[src/rtl/rw_memory_dp.sv]
// rtl/rw_memory_dp.sv - simple dual-port RAM with registered read and clear sweep
// Writes and reads are accepted only in IDLE; the CLEAR state sweeps INIT_VALUE into every word.
module rw_memory_dp #(
  parameter int          DATA_WIDTH = 8,
  parameter int          ADDR_WIDTH = 4,
  parameter int unsigned INIT_VALUE = 0,
  parameter bit          RDW_MODE   = 1'b0
) (
  input  logic                  Clock,
  input  logic                  Reset,
  input  logic                  Clear,
  input  logic                  WE,
  input  logic [ADDR_WIDTH-1:0] W_Address,
  input  logic [DATA_WIDTH-1:0] Data_In,
  input  logic                  RE,
  input  logic [ADDR_WIDTH-1:0] R_Address,
  output logic [DATA_WIDTH-1:0] Data_Out,
  output logic                  Data_Valid,
  output logic                  Ready,
  output logic                  Drop
);

  localparam int                    DEPTH     = 2 ** ADDR_WIDTH;
  localparam logic [ADDR_WIDTH-1:0] LAST_ADDR = ADDR_WIDTH'(DEPTH - 1);
  localparam logic [DATA_WIDTH-1:0] INIT_WORD = DATA_WIDTH'(INIT_VALUE);

  typedef enum logic {ST_CLEAR = 1'b0, ST_IDLE = 1'b1} state_t;

  state_t                  state_q, state_d;
  logic [ADDR_WIDTH-1:0]   cnt_q, cnt_d;
  logic [DATA_WIDTH-1:0]   dout_q, dout_d;
  logic                    valid_q, valid_d;
  logic                    drop_q, drop_d;
  logic [DATA_WIDTH-1:0]   mem_q [DEPTH];

  logic                    accept;
  logic                    wr_en;
  logic                    rd_en;
  logic                    mem_we;
  logic [ADDR_WIDTH-1:0]   mem_waddr;
  logic [DATA_WIDTH-1:0]   mem_wdata;

  always_ff @(posedge Clock or posedge Reset) begin
    if (Reset) begin
      state_q <= ST_CLEAR;
      cnt_q   <= '0;
      dout_q  <= '0;
      valid_q <= 1'b0;
      drop_q  <= 1'b0;
    end else begin
      state_q <= state_d;
      cnt_q   <= cnt_d;
      dout_q  <= dout_d;
      valid_q <= valid_d;
      drop_q  <= drop_d;
    end
  end

  // Array is deliberately unreset; the sweep is what initialises it.
  always_ff @(posedge Clock) begin
    if (mem_we) begin
      mem_q[mem_waddr] <= mem_wdata;
    end
  end

  always_comb begin
    state_d = state_q;
    cnt_d   = cnt_q;
    case (state_q)
      ST_CLEAR: begin
        cnt_d = cnt_q + 1'b1;
        if (cnt_q == LAST_ADDR) begin
          state_d = ST_IDLE;
          cnt_d   = '0;
        end
      end
      default: begin
        if (Clear) begin
          state_d = ST_CLEAR;
          cnt_d   = '0;
        end
      end
    endcase
  end

  always_comb begin
    accept    = (state_q == ST_IDLE) && !Clear;
    wr_en     = WE && accept;
    rd_en     = RE && accept;
    drop_d    = (WE || RE) && !accept;
    valid_d   = rd_en;
    dout_d    = dout_q;
    mem_we    = 1'b0;
    mem_waddr = W_Address;
    mem_wdata = Data_In;
    if (state_q == ST_CLEAR) begin
      mem_we    = 1'b1;
      mem_waddr = cnt_q;
      mem_wdata = INIT_WORD;
    end else if (wr_en) begin
      mem_we = 1'b1;
    end
    if (rd_en) begin
      if (RDW_MODE && wr_en && (W_Address == R_Address)) begin
        dout_d = Data_In;
      end else begin
        dout_d = mem_q[R_Address];
      end
    end
  end

  assign Data_Out   = dout_q;
  assign Data_Valid = valid_q;
  assign Drop       = drop_q;
  assign Ready      = (state_q == ST_IDLE);

endmodule

[config.mk]
export PLATFORM = sky130hd
export DESIGN_NAME = rw_memory_dp
export DESIGN_NICKNAME = d
export VERILOG_FILES = /design/src/rtl/rw_memory_dp.sv
export SDC_FILE = /design/constraint.sdc
export NUM_CORES = 1
export LEC_CHECK = 0
export ABC_AREA = 1
export CAP_MARGIN = 15
export CORE_UTILIZATION = 50
export DETAILED_ROUTE_END_ITERATION = 16
export PLACE_DENSITY = 0.73
export SLEW_MARGIN = 40
export SYNTH_ARGS = -nofsm -noshare
export SYNTH_HDL_FRONTEND = slang
export SYNTH_SLANG_ARGS = --single-unit
[constraint.sdc]
create_clock -name Clock -period 3.7 [get_ports Clock]
set_input_delay 0.37 -clock Clock [delete_from_list [all_inputs] [get_ports Clock]]
set_output_delay 0.37 -clock Clock [all_outputs]
set_load 0.03 [all_outputs]
# Yosys cells after proc, flatten, opt, wreduce, memory -nomap -nowiden

Memory sizes are Yosys's and may differ from the RTL's. A register that Yosys moved wholly into a read port is not among the register bits.
Cells that the tools add are included.

Bits in registers: 7
Bits in writable memories: 128
Input bits: 21
Word-level logic and storage cells: 27
Memories kept: 1

Memories:

| memory | words | width | rd ports | clocked after memory_dff | wr ports | line | text |
|---|---|---|---|---|---|---|---|
| mem_q  | 16    | 8     | 1        | 1                        | 1        | 34   | `logic [DATA_WIDTH-1:0] mem_q [DEPTH];` |

Add/sub/neg operators: 1
Eq/ne operators: 2
Mux-type cells: 12
Reduce and logical (&&, ||, !) cells: 7

Operators by type and width:

| operator                                    | count |
|---|---|
| 2-to-1 mux 4 bit                            | 4 |
| 2-to-1 mux 8 bit                            | 1 |
| 2-to-1 mux 1 bit                            | 7 |
| adder 4 x 1 -> 4 bit, second input constant | 1 |
| == test 4 bit, second input constant        | 1 |
| logical AND 1 bit                           | 4 |
| zero test 1 bit                             | 2 |
| != test 2 bit, second input constant        | 1 |
| logical OR 1 bit                            | 1 |

# Logic depth before layout (Yosys ltp)

Gate-level depths: netlist (run 1).

Word-level depth: 7
Gate-level depth with buffers: 10

# Worst setup path after synthesis (run 1)

OpenSTA, ideal clock, no wires.

Path kind: reg2reg
Start: register state_q (netlist: Ready)
End: memory mem_q[0][0], enable pin
Setup time: 0.370 ns
Arrival: 1.547 ns
Setup slack: 1.783 ns
Cell stages (with the launch flop): 6
Path through: dfrtp_1 -> inv_2 -> or2_1 -> o21ai_2 -> nand3_2 -> nor2_1

Longest elaborated chain between the ends: 6

RTL lines:

| what                                   | line | text |
|---|---|---|
| from (decl)                            | 29   | `state_t state_q, state_d;` |
| from (signal assigned)                 | 51   | `state_q <= state_d;` |
| logical AND 1 bit                      | 87   | `accept = (state_q == ST_IDLE) && !Clear;` |
| logical AND 1 bit                      | 88   | `wr_en = WE && accept;` |
| 2-to-1 mux 1 bit                       | 100  | `end else if (wr_en) begin` |
| 2-to-1 mux 1 bit                       | 96   | `if (state_q == ST_CLEAR) begin` |
| 2-to-1 mux 1 bit                       | 61   | `if (mem_we) begin` |
| 2-to-1 mux 1 bit (implied by the code) | 62   | `mem_q[mem_waddr] <= mem_wdata;` |
| to (decl)                              | 34   |  |

Several ways; a longest one is shown, not always the timed one.

# Worst setup path in the final report (run 1)

Start: register state_q (netlist: Ready)
End: memory mem_q[6][7], enable pin

Same word-level chain as after synthesis.

==> results.md, run 1 <==
* Leakage at 2.78 nW
* Antenna cell count at 0
* Largest net degree at the start of global routing at 65
* Async SR Flop Fraction at a little over a tenth
* Drt wl/cell at about 19 um
* Synth area leader: edfxtp_1
* Max Root-Sink Buffers at 2
* FF-to-FF path depth at 4
* Compound-Gate Fraction of Synth Area at less than 1%
* # clock sinks at between 100 and 150
* Mean Syn Cell Area at 11.1 sq um
* PD cells at 778 nW/um^2
* Floorplan row count at 39
* Gate Count Post-Synth at approximately 540
* Post-layout min period at approximately 2400 ps
* Hold slack at approximately 310 ps
* Synth warn at 0
* Overflow after GRT at 0
* Ys flop type: edfxtp_1
* Crit Path Class: reg -> reg
* R2R Path Start: Ready$_DFF_PP0_
* CP startpoint kind: flip-flop
* Layout Nets at between 500 and 600
* Mux cell area share after synthesis at 0%
* GRT Total Usage at around a quarter
* Post-synth EDFFs at 128
* Post-Route WL at about 14000 um
* Fillers at 918
* Max-cap viol count at 0
* GP Congestion at 0.874
* Status: complete, no violations
* Core area at 11600 sq um
* Worst-Skew Late Latency at between 400 and 500 ps
* CTS tree: done
* Global-route wire length before repair at ~21000 um
* Post-Place Cells at between 600 and 700
* Non-Filler Instances at 727
* DR vias at approximately 4000
* Post-Syn Nets at 565
* Port Buffers at 31
* Setup repair bufs after CTS at 0
* Fmax at around 420 MHz
* Largest family of logic cells by synthesized area: simple AND/OR/NAND/NOR gates
* Hold WC Path Type: in -> async
* DR iter-0 viols at between 400 and 500
* Post-synthesis adder-cell area fraction at 0.208%
* Pwr Total at around 0.0054 W
* Post-synthesis xor/xnor area fraction at less than 1%
* Slew headroom at between 50 and 60%
* Hpwl dp at 8680 um
* Crit path arrival time at ~2500 ps
* Critical path capture point type: flip-flop
* Die X at 112 um
* Top cell type's share of synthesized area at 63.8%
* WP data required at between 3000 and 4000 ps
* Pre-Repair DR Iteration Count at 5
* Register area share after synthesis at 70.0%
* Post-Syn Area at about 6000 sq um
* Initial core utilization at ~52%
* Final setup viols at 0
* Root Buffer: clkbuf_16
* Num CTS Buffers at 17
* Most common library cells after synthesis: nand2_1, edfxtp_1, nand3_1, nor2_1, inv_1
* Top cells by area, synth: edfxtp_1, nand2_1, nand3_1
* CTS resizes at 0
* Slew @ Worst Pin at 741 ps
* Unrepaired setup endpoints after global routing: false
* H-tree levels at 4
* Netlist cell types at 23
* Vias in the first global route at about 4000
* Period utilisation layout at about two thirds
* Worst vdd ir at ~0.48 mV
* Initial antenna violation count at 0
* Post-CTS Hold Buffers at 0
* DRC Markers at 0
* Via density at 5.52
* # IOs at 32
* Simple-gate area share of the yosys netlist at between 20 and 25%
* Most common cell in the netlist: nand2_1
* ANT nets after route at 0
* Total die area at ~12000 sq um
* Synthesized flop and latch total at around 140
* Final Max Tran Viols at 0
* Fin. Hold Viols at 0
* Layout Skew at between 5 and 6 ps
* Layout area overhead at 16.1%
* Critical path peak fanout at 15
* R2r setup slk at roughly 1300 ps
* Die height at 112 um
* Clock slew at reported path FFs at 60 ps
* Setup TNS at 0 ps
* Layout cells sized above 1 at between 8 and 9%
* RR Endpoint: mem_q[6][7]$_DFFE_PP_
[power by group]
| group | internal (W) | switching (W) | leakage, nW |
|---|---|---|---|
| Sequential | 0.00230 | 0.000147 | 1.38 |
| Combinational | 0.000302 | 0.000846 | 1.09 |
| Clock | 0.00119 | 0.000647 | 0.302 |
[worst max path at each step]
stage,startpoint,end,slack (ps)
6_report,Ready$_DFF_PP0_,mem_q[6][7]$_DFFE_PP_,1300
5_1_grt,Ready$_DFF_PP0_,mem_q[6][5]$_DFFE_PP_,1150
4_1_cts,Ready$_DFF_PP0_,mem_q[6][7]$_DFFE_PP_,1310
3_5_place_dp,Clear,mem_q[12][3]$_DFFE_PP_,1170
3_3_place_gp,R_Address[1],Data_Out[2]$_DFFE_PP0P_,1040
2_1_floorplan,Ready$_DFF_PP0_,mem_q[0][0]$_DFFE_PP_,1780
[per-layer routing]
metal	vias to the layer above	track usage, %	part of all wire, %
li1	1893	-	-
met1	1933	32.8	43
met2	165	35.7	47
met3	25	6.31	7.8
met4	0	9.82	2.4
met5	-	0	0
[logic make-up after synthesis]
kind of cell             count (synthesis)
AND/OR/NAND/NOR                        340
flip-flops                             143
buffers and inverters                   49
AO/OA/AOI/OAI                            9
XOR/XNOR                                 1
adder cells (fa/ha/maj)                  1
[layout make-up]
cell class	instances	area [sq um]	share of cell area [%]
Clock inverter	14	216	3.09
Multi-Input combinational cell	351	1530	21.9
Timing Repair Buffer	34	328	4.69
Clock buffer	18	429	6.13
Tap cell	143	179	2.56
Inverter	24	92.6	1.32
Sequential cell	143	4220	60.3
[layout by cell type, fill, tap and decap left out, types with 4 or more instances in the layout]
cell type / n
nand2_1: 211
edfxtp_1: 128
nand3_1: 97
clkdlybuf4s50_1: 30
nor2_1: 22
inv_1: 18
clkbuf_16: 17
dfrtp_1: 15
inv_2: 5
bufinv_16: 5
nand3_2: 4
clkinvlp_4: 4
[worst max-delay path, stage by stage (launching register included)]
cell and delay, ps:
dfrtp_1 640, inv_2 190, o21ai_1 300, nand2_1 270, nor2_1 620
[through the flow]
step	setup WS [ps]	instance area, sq um	utilization, %
floorplan	1780	6030	-
global route	1150	7000	60.5
finish	1300	7000	60.5
detailed placement	1170	6350	54.9
global placement	1040	6350	54.9
CTS	1310	7000	60.5
[flip-flops by register name, indices dropped and copies added (netlist names)]
signal,flops
mem_q,128
Data_Out,8
cnt_q,4
Data_Valid,1
Drop,1
Ready,1
No activity file was read; power rests on OpenSTA's default activity.
==> inputs of run 2 (changes only) <==
clock period = 2.39 ns   (was 3.7 ns; I/O delays follow)
==> results.md, run 2 (same netlist as run 1, synthesis figures left out) <==
* Drt wl/cell at 18.0 um (was 19.0 um)
* Initial core utilization at 52.1% (unchanged)
* Placed cell areas at 6500 sq um (was 6350 sq um)
* Core area at 11600 sq um (unchanged)
* Root Buffer: clkbuf_16 (unchanged)
* # clock sinks at 143 (unchanged)
* Via density at 5.45 (was 5.52)
* Cell chain of the critical path: clkdlybuf4s50_1 (was inv_2, o21ai_1, nand2_1, nor2_1)
* Num CTS Buffers at 17 (unchanged)
* DRC Markers at 0 (unchanged)
* Layout area overhead at 17.5% (was 16.1%)
* Met2 Wirelength at 6650 um (was 6450 um)
* WP data required at 2150 ps (was 3750 ps)
* Hpwl dp at 8750 um (was 8680 um)
* Hold WC Path Type: in -> async (unchanged)
* Met3 wire len at 852 um (was 1070 um)
* Largest register FFs at 128 (unchanged)
* H-tree levels at 4 (unchanged)
* Clock slew at reported path FFs at 60 ps (about the same)
* Post-layout min period at between 2000 and 2500 ps
* CTS resizes at 0 (unchanged)
* Die height at 112 um (unchanged)
* Met1 Wirelength at 5660 um (was 5930 um)
* Setup TNS at 0 ps (unchanged)
* Final setup viols at 0 (unchanged)
* Design area at 7080 sq um (was 7000 sq um)
* PD cells at 1160 nW/um^2 (was 778 nW/um^2)
* Global-route wire length before repair at 21100 um (was 21500 um)
* DR vias at 4076 (was 4016)
* FF-to-FF path depth at 5 (was 4)
* Buf/Inv on CP at 1 (unchanged)
* R2R Path Start: Ready$_DFF_PP0_ (unchanged)
* Critical path peak fanout at 15 (unchanged)
* Worst-Skew Late Latency at 420 ps (was 410 ps)
* Max incr delay on CP at 760 ps (was 640 ps)
* Die X at 112 um (unchanged)
* Max Root-Sink Buffers at 2 (unchanged)
* Pre-Repair DR Iteration Count at 6 (was 5)
* R2r setup slk at 390 ps (was 1300 ps)
* Worst vdd ir at 0.768 mV (was 0.481 mV)
* Pwr Total at 0.00822 W (was 0.00544 W)
* Max-cap viol count at 0 (unchanged)
* Commonest non-fill, non-tap cells in the layout: nand2_1, edfxtp_1, nand3_1 (unchanged)
* Layout Nets at 614 (was 593)
* Crit path arrival time at 1830 ps (was 2450 ps)
* Top reg by flops: mem_q (unchanged)
* GP Congestion at 0.851 (was 0.874)
* Status: complete, no violations (unchanged)
* Final Max Tran Viols at 0 (unchanged)
* Floorplan row count at 39 (unchanged)
* RR Endpoint: mem_q[14][5]$_DFFE_PP_ (was mem_q[6][7]$_DFFE_PP_)
* Cell family with most CP delay: buffers and inverters (was simple AND/OR/NAND/NOR gates)
* ANT nets after route at 0 (unchanged)
* Antenna cell count at 0 (unchanged)
* # IOs at 32 (unchanged)
* Post-Route WL at 13500 um (was 13800 um)
* Largest net degree at the start of global routing at 65 (unchanged)
* Period utilisation layout at 86.4%
* Critical path capture point type: output port (was flip-flop)
* Slew @ Worst Pin at 709 ps (was 741 ps)
* Final cell utilization of the core at 61.2% (was 60.5%)
* GRT Total Usage at 23.3% (was 23.7%)
* Layout Skew at 9.36 ps (was 5.71 ps)
* Slew headroom at 52.7% (was 50.6%)
* Crit Path Class: reg -> out (was reg -> reg)
* DR iter-0 viols at 519 (was 446)
* Leading cell type in the layout, fill and taps excluded: nand2_1 (unchanged)
* Unrepaired setup endpoints after global routing: false (unchanged)
* Fmax at 484 MHz
* Max Used Layer: met4 (unchanged)
* Fin. Hold Viols at 0 (unchanged)
* Port Buffers at 31 (unchanged)
* Setup repair bufs after CTS at 0 (unchanged)
* Layout cells sized above 1 at 11.6% (was 8.73%)
* Leakage at 2.86 nW (was 2.78 nW)
* Vias in the first global route at 3911 (was 3957)
* CTS tree: done (unchanged)
* Slowest CP cell: clkdlybuf4s50_1 (was dfrtp_1)
* Total die area at 12500 sq um (unchanged)
* Post-CTS Hold Buffers at 0 (unchanged)
* Initial antenna violation count at 0 (unchanged)
* Overflow after GRT at 0 (unchanged)
* CP startpoint kind: flip-flop (unchanged)
[run 2: changes by cell type in the layout (fill, tap and decap cells not counted), sizes merged]
cell	change
buf	+21
clkbuf	+1
bufinv	-3
inv	+2
[run 2: metal layers]
layer / up-vias / track usage [%]
li1: 1935 / -
met1: 1923 / 30.2
met2: 190 / 37.9
met3: 28 / 4.35
met4: 0 / 11.4
met5: - / 0
[run 2: where the power goes]
part / switching (W) / total, W / internal (W) / leakage (nW)
Combinational: 0.00132 / 0.00192 / 0.000598 / 1.20
Sequential: 0.000221 / 0.00378 / 0.00356 / 1.38
Clock: 0.000989 / 0.00252 / 0.00154 / 0.270
[run 2: how the worst max path moves through the flow]
stage | cells after the start | from | to
after floorplan | 5 | Ready$_DFF_PP0_ | mem_q[0][0]$_DFFE_PP_
after global placement | 5 | Clear | mem_q[14][2]$_DFFE_PP_
after detailed placement | 6 | WE | mem_q[14][2]$_DFFE_PP_
after CTS | 1 | Ready$_DFF_PP0_ | Ready
after global routing | 5 | Ready$_DFF_PP0_ | mem_q[10][0]$_DFFE_PP_
final | 1 | Ready$_DFF_PP0_ | Ready
[run 2: metrics by stage]
stage / setup slack [ps] / hold slack [ps] / std cells
after floorplan: 473 / 140 / 543
after global placement: 395 / 467 / 716
after detailed placement: 372 / 470 / 716
after CTS: 306 / 187 / 748
after global routing: 227 / 226 / 748
final: 325 / 173 / 748
[run 2: layout make-up]
cell class | instances | area [sq um]
fillers | 888 | 4490
clock buffers | 19 | 433
inverters | 24 | 90.1
multi-input cells | 351 | 1530
clock inverters | 13 | 140
flip-flops and latches | 143 | 4220
well taps | 143 | 179
repair buffers | 55 | 485
==> inputs of run 3 (changes only) <==
SLEW_MARGIN = 20   (was 40)
==> results of run 3 <==
The final DEF is identical to that of run 2; final timing and power are the same.
